===== config.mk =====
export PLATFORM = sky130hd
export DESIGN_NAME = fetch_redirect_ctrl_flat
export DESIGN_NICKNAME = d
export VERILOG_FILES = /design/src/rtl/fetch_redirect_ctrl_pkg.sv /design/src/rtl/fetch_redirect_ctrl_if.sv /design/src/rtl/fetch_redirect_ctrl_redirect_decode.sv /design/src/rtl/fetch_redirect_ctrl.sv /design/src/flat_wrapper.sv
export SDC_FILE = /design/constraint.sdc
export NUM_CORES = 1
export LEC_CHECK = 0
export ABC_AREA = 0
export BUFFER_PORTS_ARGS = -buffer_cell sky130_fd_sc_hd__clkbuf_2
export CELL_PAD_IN_SITES_DETAIL_PLACEMENT = 1
export CELL_PAD_IN_SITES_GLOBAL_PLACEMENT = 1
export CORE_MARGIN = 4
export CORE_UTILIZATION = 32
export CTS_CLUSTER_DIAMETER = 100
export DETAILED_ROUTE_END_ITERATION = 12
export PLACE_DENSITY_LB_ADDON = 0.1
export SYNTH_ARGS = -nofsm -noshare
export SYNTH_HDL_FRONTEND = slang
export SYNTH_SLANG_ARGS = --single-unit

===== constraint.sdc =====
create_clock -name clk -period 3.7 [get_ports clk]
set_input_delay 0.74 -clock clk [delete_from_list [all_inputs] [get_ports clk]]
set_output_delay 0.74 -clock clk [all_outputs]
set_load 0.02 [all_outputs]

===== src/rtl/fetch_redirect_ctrl_pkg.sv =====
// Shared ISA constants, instruction field helpers and the IF/ID controller state
// encoding for the fetch redirect controller.
package fetch_redirect_ctrl_pkg;

  localparam int INSN_W = 32;

  localparam logic [5:0] OP_J   = 6'h02;
  localparam logic [5:0] OP_JAL = 6'h03;
  localparam logic [5:0] OP_BEQ = 6'h04;
  localparam logic [5:0] OP_BNE = 6'h05;

  // Encoding is visible on the state port: RUN=0, HOLD=1, SQUASH=2.
  typedef enum logic [1:0] {
    ST_RUN    = 2'd0,
    ST_HOLD   = 2'd1,
    ST_SQUASH = 2'd2
  } fr_state_e;

  function automatic logic [5:0] insn_op(input logic [INSN_W-1:0] insn);
    return insn[31:26];
  endfunction

  function automatic logic [4:0] insn_rs(input logic [INSN_W-1:0] insn);
    return insn[25:21];
  endfunction

  function automatic logic [4:0] insn_rt(input logic [INSN_W-1:0] insn);
    return insn[20:16];
  endfunction

  function automatic logic [15:0] insn_imm16(input logic [INSN_W-1:0] insn);
    return insn[15:0];
  endfunction

  function automatic logic [25:0] insn_target(input logic [INSN_W-1:0] insn);
    return insn[25:0];
  endfunction

endpackage


===== src/rtl/fetch_redirect_ctrl_if.sv =====
// Control interface between the PC unit (master) and the IF/ID redirect
// controller (slave). The PC unit publishes the fetch PC; the controller answers
// with branch/jump/stall requests that the PC unit samples at the next edge.
interface fetch_redirect_ctrl_if #(
  parameter int ADDR_W = 32
);
  logic [ADDR_W-1:0] PC;
  logic              PcSel;
  logic [ADDR_W-1:0] Adress;
  logic              Jump;
  logic [25:0]       Jumpaddr;
  logic              pause;

  modport master (
    output PC,
    input  PcSel,
    input  Adress,
    input  Jump,
    input  Jumpaddr,
    input  pause
  );

  modport slave (
    input  PC,
    output PcSel,
    output Adress,
    output Jump,
    output Jumpaddr,
    output pause
  );
endinterface


===== src/rtl/fetch_redirect_ctrl_redirect_decode.sv =====
// Combinational ID-stage decode: load-use hazard detection, branch resolution,
// jump detection and the pre-compensated branch offset for the PC unit.
module fetch_redirect_ctrl_redirect_decode
  import fetch_redirect_ctrl_pkg::*;
#(
  parameter int ADDR_W = 32
) (
  input  logic [ADDR_W-1:0] i_id_instr,
  input  logic              i_id_valid,
  input  logic [ADDR_W-1:0] i_rs_data,
  input  logic [ADDR_W-1:0] i_rt_data,
  input  logic              i_ex_memread,
  input  logic [4:0]        i_ex_rt,
  output logic              o_hazard,
  output logic              o_taken,
  output logic              o_jump,
  output logic [ADDR_W-1:0] o_adress,
  output logic [25:0]       o_jumpaddr
);

  logic [5:0]        w_op;
  logic [4:0]        w_rs;
  logic [4:0]        w_rt;
  logic [15:0]       w_imm;
  logic [ADDR_W-1:0] w_imm_sext;
  logic              w_is_beq;
  logic              w_is_bne;
  logic              w_is_jmp;
  logic              w_regs_eq;

  assign w_op       = insn_op(i_id_instr);
  assign w_rs       = insn_rs(i_id_instr);
  assign w_rt       = insn_rt(i_id_instr);
  assign w_imm      = insn_imm16(i_id_instr);
  assign w_imm_sext = {{(ADDR_W-16){w_imm[15]}}, w_imm};
  assign w_regs_eq  = (i_rs_data == i_rt_data);

  // Classify the opcode held in ID.
  always_comb begin
    w_is_beq = 1'b0;
    w_is_bne = 1'b0;
    w_is_jmp = 1'b0;
    case (w_op)
      OP_BEQ:  w_is_beq = 1'b1;
      OP_BNE:  w_is_bne = 1'b1;
      OP_J:    w_is_jmp = 1'b1;
      OP_JAL:  w_is_jmp = 1'b1;
      default: w_is_jmp = 1'b0;
    endcase
  end

  // Resolve hazard/redirect; a hazard suppresses redirects so the branch
  // re-resolves with forwarded data after the stall.
  always_comb begin
    o_hazard   = 1'b0;
    o_taken    = 1'b0;
    o_jump     = 1'b0;
    o_adress   = {ADDR_W{1'b0}};
    o_jumpaddr = 26'd0;
    if (i_id_valid) begin
      o_hazard   = i_ex_memread && (i_ex_rt != 5'd0) &&
                   ((i_ex_rt == w_rs) || (i_ex_rt == w_rt));
      o_taken    = !o_hazard && ((w_is_beq && w_regs_eq) || (w_is_bne && !w_regs_eq));
      o_jump     = !o_hazard && w_is_jmp;
      // PC unit adds 4 to the fetch PC (already id_pc+4), so back off one word.
      o_adress   = w_imm_sext - {{(ADDR_W-1){1'b0}}, 1'b1};
      o_jumpaddr = insn_target(i_id_instr);
    end else begin
      o_hazard   = 1'b0;
      o_taken    = 1'b0;
      o_jump     = 1'b0;
      o_adress   = {ADDR_W{1'b0}};
      o_jumpaddr = 26'd0;
    end
  end

endmodule


===== src/rtl/fetch_redirect_ctrl.sv =====
// IF/ID stage controller: owns the IF/ID register, the RUN/HOLD/SQUASH FSM and
// the saturating stall/redirect counters; decode logic lives in the submodule.
module fetch_redirect_ctrl
  import fetch_redirect_ctrl_pkg::*;
#(
  parameter int                ADDR_W   = 32,
  parameter int                CNT_W    = 16,
  parameter logic [ADDR_W-1:0] NOP_INSN = 32'h0000_0000
) (
  input  logic                 clk,
  input  logic                 PcReSet,
  fetch_redirect_ctrl_if.slave pcu,
  input  logic [ADDR_W-1:0]    Instr,
  input  logic [ADDR_W-1:0]    rs_data,
  input  logic [ADDR_W-1:0]    rt_data,
  input  logic                 ex_memread,
  input  logic [4:0]           ex_rt,
  output logic [ADDR_W-1:0]    id_instr,
  output logic [ADDR_W-1:0]    id_pc,
  output logic                 id_valid,
  output logic                 id_bubble,
  output logic [1:0]           state,
  output logic [CNT_W-1:0]     stall_cnt,
  output logic [CNT_W-1:0]     flush_cnt
);

  localparam logic [CNT_W-1:0] CNT_MAX = {CNT_W{1'b1}};
  localparam logic [CNT_W-1:0] CNT_ONE = {{(CNT_W-1){1'b0}}, 1'b1};

  logic [ADDR_W-1:0] r_id_instr;
  logic [ADDR_W-1:0] r_id_pc;
  logic              r_id_valid;
  fr_state_e         r_state;
  logic [CNT_W-1:0]  r_stall_cnt;
  logic [CNT_W-1:0]  r_flush_cnt;

  logic              w_hazard;
  logic              w_taken;
  logic              w_jump;
  logic              w_redirect;
  logic [ADDR_W-1:0] w_adress;
  logic [25:0]       w_jumpaddr;

  fetch_redirect_ctrl_redirect_decode #(
    .ADDR_W (ADDR_W)
  ) u_decode (
    .i_id_instr   (r_id_instr),
    .i_id_valid   (r_id_valid),
    .i_rs_data    (rs_data),
    .i_rt_data    (rt_data),
    .i_ex_memread (ex_memread),
    .i_ex_rt      (ex_rt),
    .o_hazard     (w_hazard),
    .o_taken      (w_taken),
    .o_jump       (w_jump),
    .o_adress     (w_adress),
    .o_jumpaddr   (w_jumpaddr)
  );

  assign w_redirect = w_taken || w_jump;

  // Decode results go back to the PC unit in the same cycle they are resolved.
  assign pcu.PcSel    = w_taken;
  assign pcu.Adress   = w_adress;
  assign pcu.Jump     = w_jump;
  assign pcu.Jumpaddr = w_jumpaddr;
  assign pcu.pause    = w_hazard;

  assign id_instr  = r_id_instr;
  assign id_pc     = r_id_pc;
  assign id_valid  = r_id_valid;
  assign id_bubble = w_hazard || !r_id_valid;
  assign state     = r_state;
  assign stall_cnt = r_stall_cnt;
  assign flush_cnt = r_flush_cnt;

  // IF/ID register: hold on load-use, squash wrong-path fetch on redirect.
  always_ff @(posedge clk or posedge PcReSet) begin
    if (PcReSet) begin
      r_id_instr <= NOP_INSN;
      r_id_pc    <= {ADDR_W{1'b0}};
      r_id_valid <= 1'b0;
    end else if (w_hazard) begin
      r_id_instr <= r_id_instr;
      r_id_pc    <= r_id_pc;
      r_id_valid <= r_id_valid;
    end else if (w_redirect) begin
      r_id_instr <= NOP_INSN;
      r_id_pc    <= r_id_pc;
      r_id_valid <= 1'b0;
    end else begin
      r_id_instr <= Instr;
      r_id_pc    <= pcu.PC;
      r_id_valid <= 1'b1;
    end
  end

  // Controller FSM; SQUASH ends after one cycle since ID is invalid there.
  always_ff @(posedge clk or posedge PcReSet) begin
    if (PcReSet) begin
      r_state <= ST_RUN;
    end else if (w_hazard) begin
      r_state <= ST_HOLD;
    end else if (w_redirect) begin
      r_state <= ST_SQUASH;
    end else begin
      r_state <= ST_RUN;
    end
  end

  // Saturating event counters: HOLD cycles and redirect edges.
  always_ff @(posedge clk or posedge PcReSet) begin
    if (PcReSet) begin
      r_stall_cnt <= {CNT_W{1'b0}};
      r_flush_cnt <= {CNT_W{1'b0}};
    end else begin
      if ((r_state == ST_HOLD) && (r_stall_cnt != CNT_MAX)) begin
        r_stall_cnt <= r_stall_cnt + CNT_ONE;
      end else begin
        r_stall_cnt <= r_stall_cnt;
      end
      if (w_redirect && (r_flush_cnt != CNT_MAX)) begin
        r_flush_cnt <= r_flush_cnt + CNT_ONE;
      end else begin
        r_flush_cnt <= r_flush_cnt;
      end
    end
  end

endmodule


===== src/flat_wrapper.sv =====
// flat-port wrapper written by rule: the top's interface ports become plain ports
module fetch_redirect_ctrl_flat import fetch_redirect_ctrl_pkg::*;
#(
  parameter int                ADDR_W   = 32,
  parameter int                CNT_W    = 16,
  parameter logic [ADDR_W-1:0] NOP_INSN = 32'h0000_0000
)
  (clk, PcReSet, Instr, rs_data, rt_data, ex_memread, ex_rt, id_instr, id_pc, id_valid, id_bubble, state, stall_cnt, flush_cnt, pcu_PC, pcu_PcSel, pcu_Adress, pcu_Jump, pcu_Jumpaddr, pcu_pause);
  fetch_redirect_ctrl_if #(.ADDR_W(ADDR_W)) pcu_i ();
  input  logic clk;
  input  logic PcReSet;
  input  logic [ADDR_W-1:0] Instr;
  input  logic [ADDR_W-1:0] rs_data;
  input  logic [ADDR_W-1:0] rt_data;
  input  logic ex_memread;
  input  logic [4:0] ex_rt;
  output logic [ADDR_W-1:0] id_instr;
  output logic [ADDR_W-1:0] id_pc;
  output logic id_valid;
  output logic id_bubble;
  output logic [1:0] state;
  output logic [CNT_W-1:0] stall_cnt;
  output logic [CNT_W-1:0] flush_cnt;
  input wire logic [$bits(pcu_i.PC)-1:0] pcu_PC;
  output wire logic [$bits(pcu_i.PcSel)-1:0] pcu_PcSel;
  output wire logic [$bits(pcu_i.Adress)-1:0] pcu_Adress;
  output wire logic [$bits(pcu_i.Jump)-1:0] pcu_Jump;
  output wire logic [$bits(pcu_i.Jumpaddr)-1:0] pcu_Jumpaddr;
  output wire logic [$bits(pcu_i.pause)-1:0] pcu_pause;
  assign pcu_i.PC = pcu_PC;
  assign pcu_PcSel = pcu_i.PcSel;
  assign pcu_Adress = pcu_i.Adress;
  assign pcu_Jump = pcu_i.Jump;
  assign pcu_Jumpaddr = pcu_i.Jumpaddr;
  assign pcu_pause = pcu_i.pause;
  fetch_redirect_ctrl #(.ADDR_W(ADDR_W), .CNT_W(CNT_W), .NOP_INSN(NOP_INSN)) u_core (.clk(clk), .PcReSet(PcReSet), .pcu(pcu_i), .Instr(Instr), .rs_data(rs_data), .rt_data(rt_data), .ex_memread(ex_memread), .ex_rt(ex_rt), .id_instr(id_instr), .id_pc(id_pc), .id_valid(id_valid), .id_bubble(id_bubble), .state(state), .stall_cnt(stall_cnt), .flush_cnt(flush_cnt));
endmodule

==> results.json <==
{
  "status": "finished clean",
  "synthArstFlopShare_pct": 100.0,
  "die-area_um2": 18650,
  "drc": 0,
  "nets": 939,
  "post-route-util_pct": 44.74,
  "fmax_mhz": 305.7,
  "start_util_pct": 32.94,
  "numPortBuffers": 296,
  "n_antenna_cell": 0,
  "synth-warning-count": 0,
  "synth_edf_count": 0,
  "ios": 297,
  "antenna_found_initial": 0,
  "synth_area_leaders": "dfrtp_1 47%, xor2_1 9.3%, mux2_4 8.5%",
  "min_period_ps": 3271,
  "ant_nets": 0,
  "p_comb_share_pct": 28.7,
  "clock_latency_ps": 350,
  "p_switching_uw": 1115,
  "overflow": 0,
  "place_ws_ps": 531.8,
  "root_buffer": "clkbuf_16",
  "clockBufferDepth": 2,
  "relSlewSlack_pct": 26.89,
  "p_leak_uw": 0.003826,
  "synth-seq-cells": 99,
  "finalSetupViolations": 0,
  "worstSetupPathType": "register to primary output",
  "min_path_type": "register to register",
  "h-tree-depth": 3,
  "synth_top_area_share_pct": 46.83,
  "synth_area_um2": 5290,
  "dr.pass1.iters": 4,
  "cts_inserted_buffers": 9,
  "fp.coreArea_um2": 16060,
  "grt_pass1_wl_um": 26320,
  "die_x_um": 136.6,
  "cp-start-kind": "register",
  "cts.sinks": 99,
  "postLayoutSetupSlackWorst_ps": 429.0,
  "crit_required_ps": 2960,
  "post_cts_buffers": 0,
  "area_growth_pct": 35.81,
  "fin_cells": 1021,
  "power_density_nw_per_um2": 438.2,
  "rows": 46,
  "synth_top_area_cell": "dfrtp_1",
  "critPathArrivalTime_ps": 2530,
  "post_cts_resize_count": 0,
  "grt_max_degree": 89,
  "p_int_uw": 2033,
  "slew_violations": 0,
  "num-fill-cells": 1937,
  "r2r_slack_ps": 1320,
  "cp_max_fo": 7,
  "timing.setup.tns_ps": 0,
  "routed_wl_um": 16930,
  "drive_above_1_share_pct": 44.47,
  "hold_buffers": 0,
  "rsz0062_at_grt": "false",
  "wire_per_inst_um": 16.58,
  "ys_types": 38,
  "stdcell_area_um2": 7184,
  "critPathCaptureType": "primary output",
  "ys_seq_area_share_pct": 46.83,
  "place_inst": 1005,
  "cts_tree": "built",
  "syn_area_per_cell_um2": 10.17,
  "hold_viol_final": 0,
  "hpwl_um": 13500,
  "cts.clk_slew.worst_paths_ps": 70,
  "clkPwrFrac_pct": 29.5,
  "worstMarginPinSlew_ps": 1097,
  "vias_per_cell": 4.658,
  "dpl_cell_area_um2": 6889,
  "synth_ff_type": "dfrtp_1",
  "fp.dieH_um": 136.6,
  "timing.final.crit_share_pct": 88.40,
  "grt_usage_pct": 18.03,
  "vdd_drop_max_mv": 0.2215,
  "cap_viol_max_count": 0,
  "syn_inst": 520,
  "swShare_pct": 35.42,
  "syn_nets": 659,
  "clock_skew_ps": 9.867,
  "pwr-share-seq_pct": 41.8,
  "place_congestion": 0.8098,
  "dr.first_iter.drc_count": 159,
  "grt_pass1_vias": 5093,
  "via_count": 4756
}
power by group through the flow:
stage	clock (uW)	combinational, uW	sequential, uW
2_1_floorplan	0	464	1440
3_3_place_gp	0	901	1330
3_5_place_dp	0	919	1340
4_1_cts	963	921	1320
5_1_grt	1000	982	1340
6_report	929	903	1320
per-layer routing:
layer / routed length, um / global-route usage, % / part of all wire, % / vias to the layer above
li1: - / - / - / 2283
met1: 6491 / 20.49 / 38 / 2283
met2: 8878 / 32.56 / 52 / 170
met3: 1338 / 5.882 / 7.9 / 20
met4: 221 / 4.591 / 1.3 / 0
met5: 0 / 0 / 0 / -
synthesized netlist by cell type (2+ instances only):
cell / count
or3_1: 2
inv_1: 10
and4_1: 2
nand3_1: 14
o311ai_1: 2
nand2b_1: 2
ha_1: 3
buf_2: 2
and3_1: 11
and2_1: 26
buf_6: 5
nor4_1: 12
mux2_2: 3
nor2b_1: 4
or4_1: 2
o21ai_0: 33
nor3_1: 7
nand4_1: 12
a21oi_1: 5
o22ai_1: 2
xnor2_1: 25
nor2_1: 27
dfrtp_1: 99
mux2_4: 30
nand2_1: 86
mux2_1: 2
clkbuf_1: 12
buf_4: 15
xor2_1: 56
state kept, by name, indices dropped and copies added, names as in the netlist:
register / cells
u_core.state: 2
u_core.stall_cnt: 16
u_core.id_instr: 32
u_core.id_pc: 32
u_core.flush_cnt: 16
u_core.id_valid: 1
cell usage in the layout (no fill, tap or decap), types with 3 or more instances in the layout:
| cell | synthesis | layout |
|---|---|---|
| clkbuf_2 | 0 | 296 |
| ha_1 | 3 | 3 |
| and3_1 | 11 | 11 |
| xnor2_1 | 25 | 25 |
| xor2_1 | 56 | 56 |
| a21oi_1 | 5 | 5 |
| and2_1 | 26 | 26 |
| nor3_1 | 7 | 7 |
| nor4_1 | 12 | 12 |
| buf_4 | 15 | 7 |
| nor2b_1 | 4 | 4 |
| o21ai_0 | 33 | 33 |
| mux2_2 | 3 | 3 |
| nand2_1 | 86 | 86 |
| mux2_4 | 30 | 30 |
| nand3_1 | 14 | 14 |
| dfrtp_1 | 99 | 99 |
| nand4_1 | 12 | 12 |
| clkbuf_16 | 0 | 9 |
| inv_1 | 10 | 9 |
| nor2_1 | 27 | 27 |
logic make-up after synthesis:
logic type / count (synthesis) / share of synthesized area (%)
buf+inv: 45 / 5.014
xor+xnor: 81 / 13.41
fa+ha+maj: 3 / 0.7096
flops: 99 / 46.83
mux: 35 / 9.579
simple gates: 211 / 19.47
compound gates: 46 / 4.991
per-stage QoR:
step,hold slack [ps],power (uW)
6_report,493.9,3148
5_1_grt,518.4,3325
4_1_cts,499.1,3202
3_5_place_dp,481.0,2256
3_3_place_gp,482.0,2235
2_1_floorplan,593.8,1901
critical path: stages, from the launching register on:
cell,delay (ps)
dfrtp_1,470
nor4_1,400
nand2_1,160
nor4_1,560
nand2_1,150
xor2_1,180
nor2_1,90
clkbuf_2,190
cell type report:
| type | instances | area, um^2 | share of cell area [%] |
|---|---|---|---|
| clock inverters | 6 | 56.30 | 0.7837 |
| flip-flops and latches | 99 | 2477 | 34.48 |
| well taps | 216 | 270.3 | 3.762 |
| multi-input cells | 376 | 2547 | 35.46 |
| inverters | 10 | 40.04 | 0.5573 |
| clock buffers | 10 | 239.0 | 3.326 |
| repair buffers | 304 | 1554 | 21.63 |
path summary, 6_finish.rpt:
kind / endpoint / from / depth (start not counted)
worst max-delay path: pcu_Adress[13] / u_core.id_instr[2] / 7
worst min-delay path: u_core.flush_cnt[10] / u_core.flush_cnt[10] / 1
worst max register to register: u_core.id_pc[30] / u_core.id_instr[19] / 8
worst min register to register: u_core.flush_cnt[10] / u_core.flush_cnt[10] / 1
max in group asynchronous: u_core.flush_cnt[3] / PcReSet / 3
min in group asynchronous: u_core.id_pc[4] / PcReSet / 2
No activity file was read; power rests on OpenSTA's default activity.
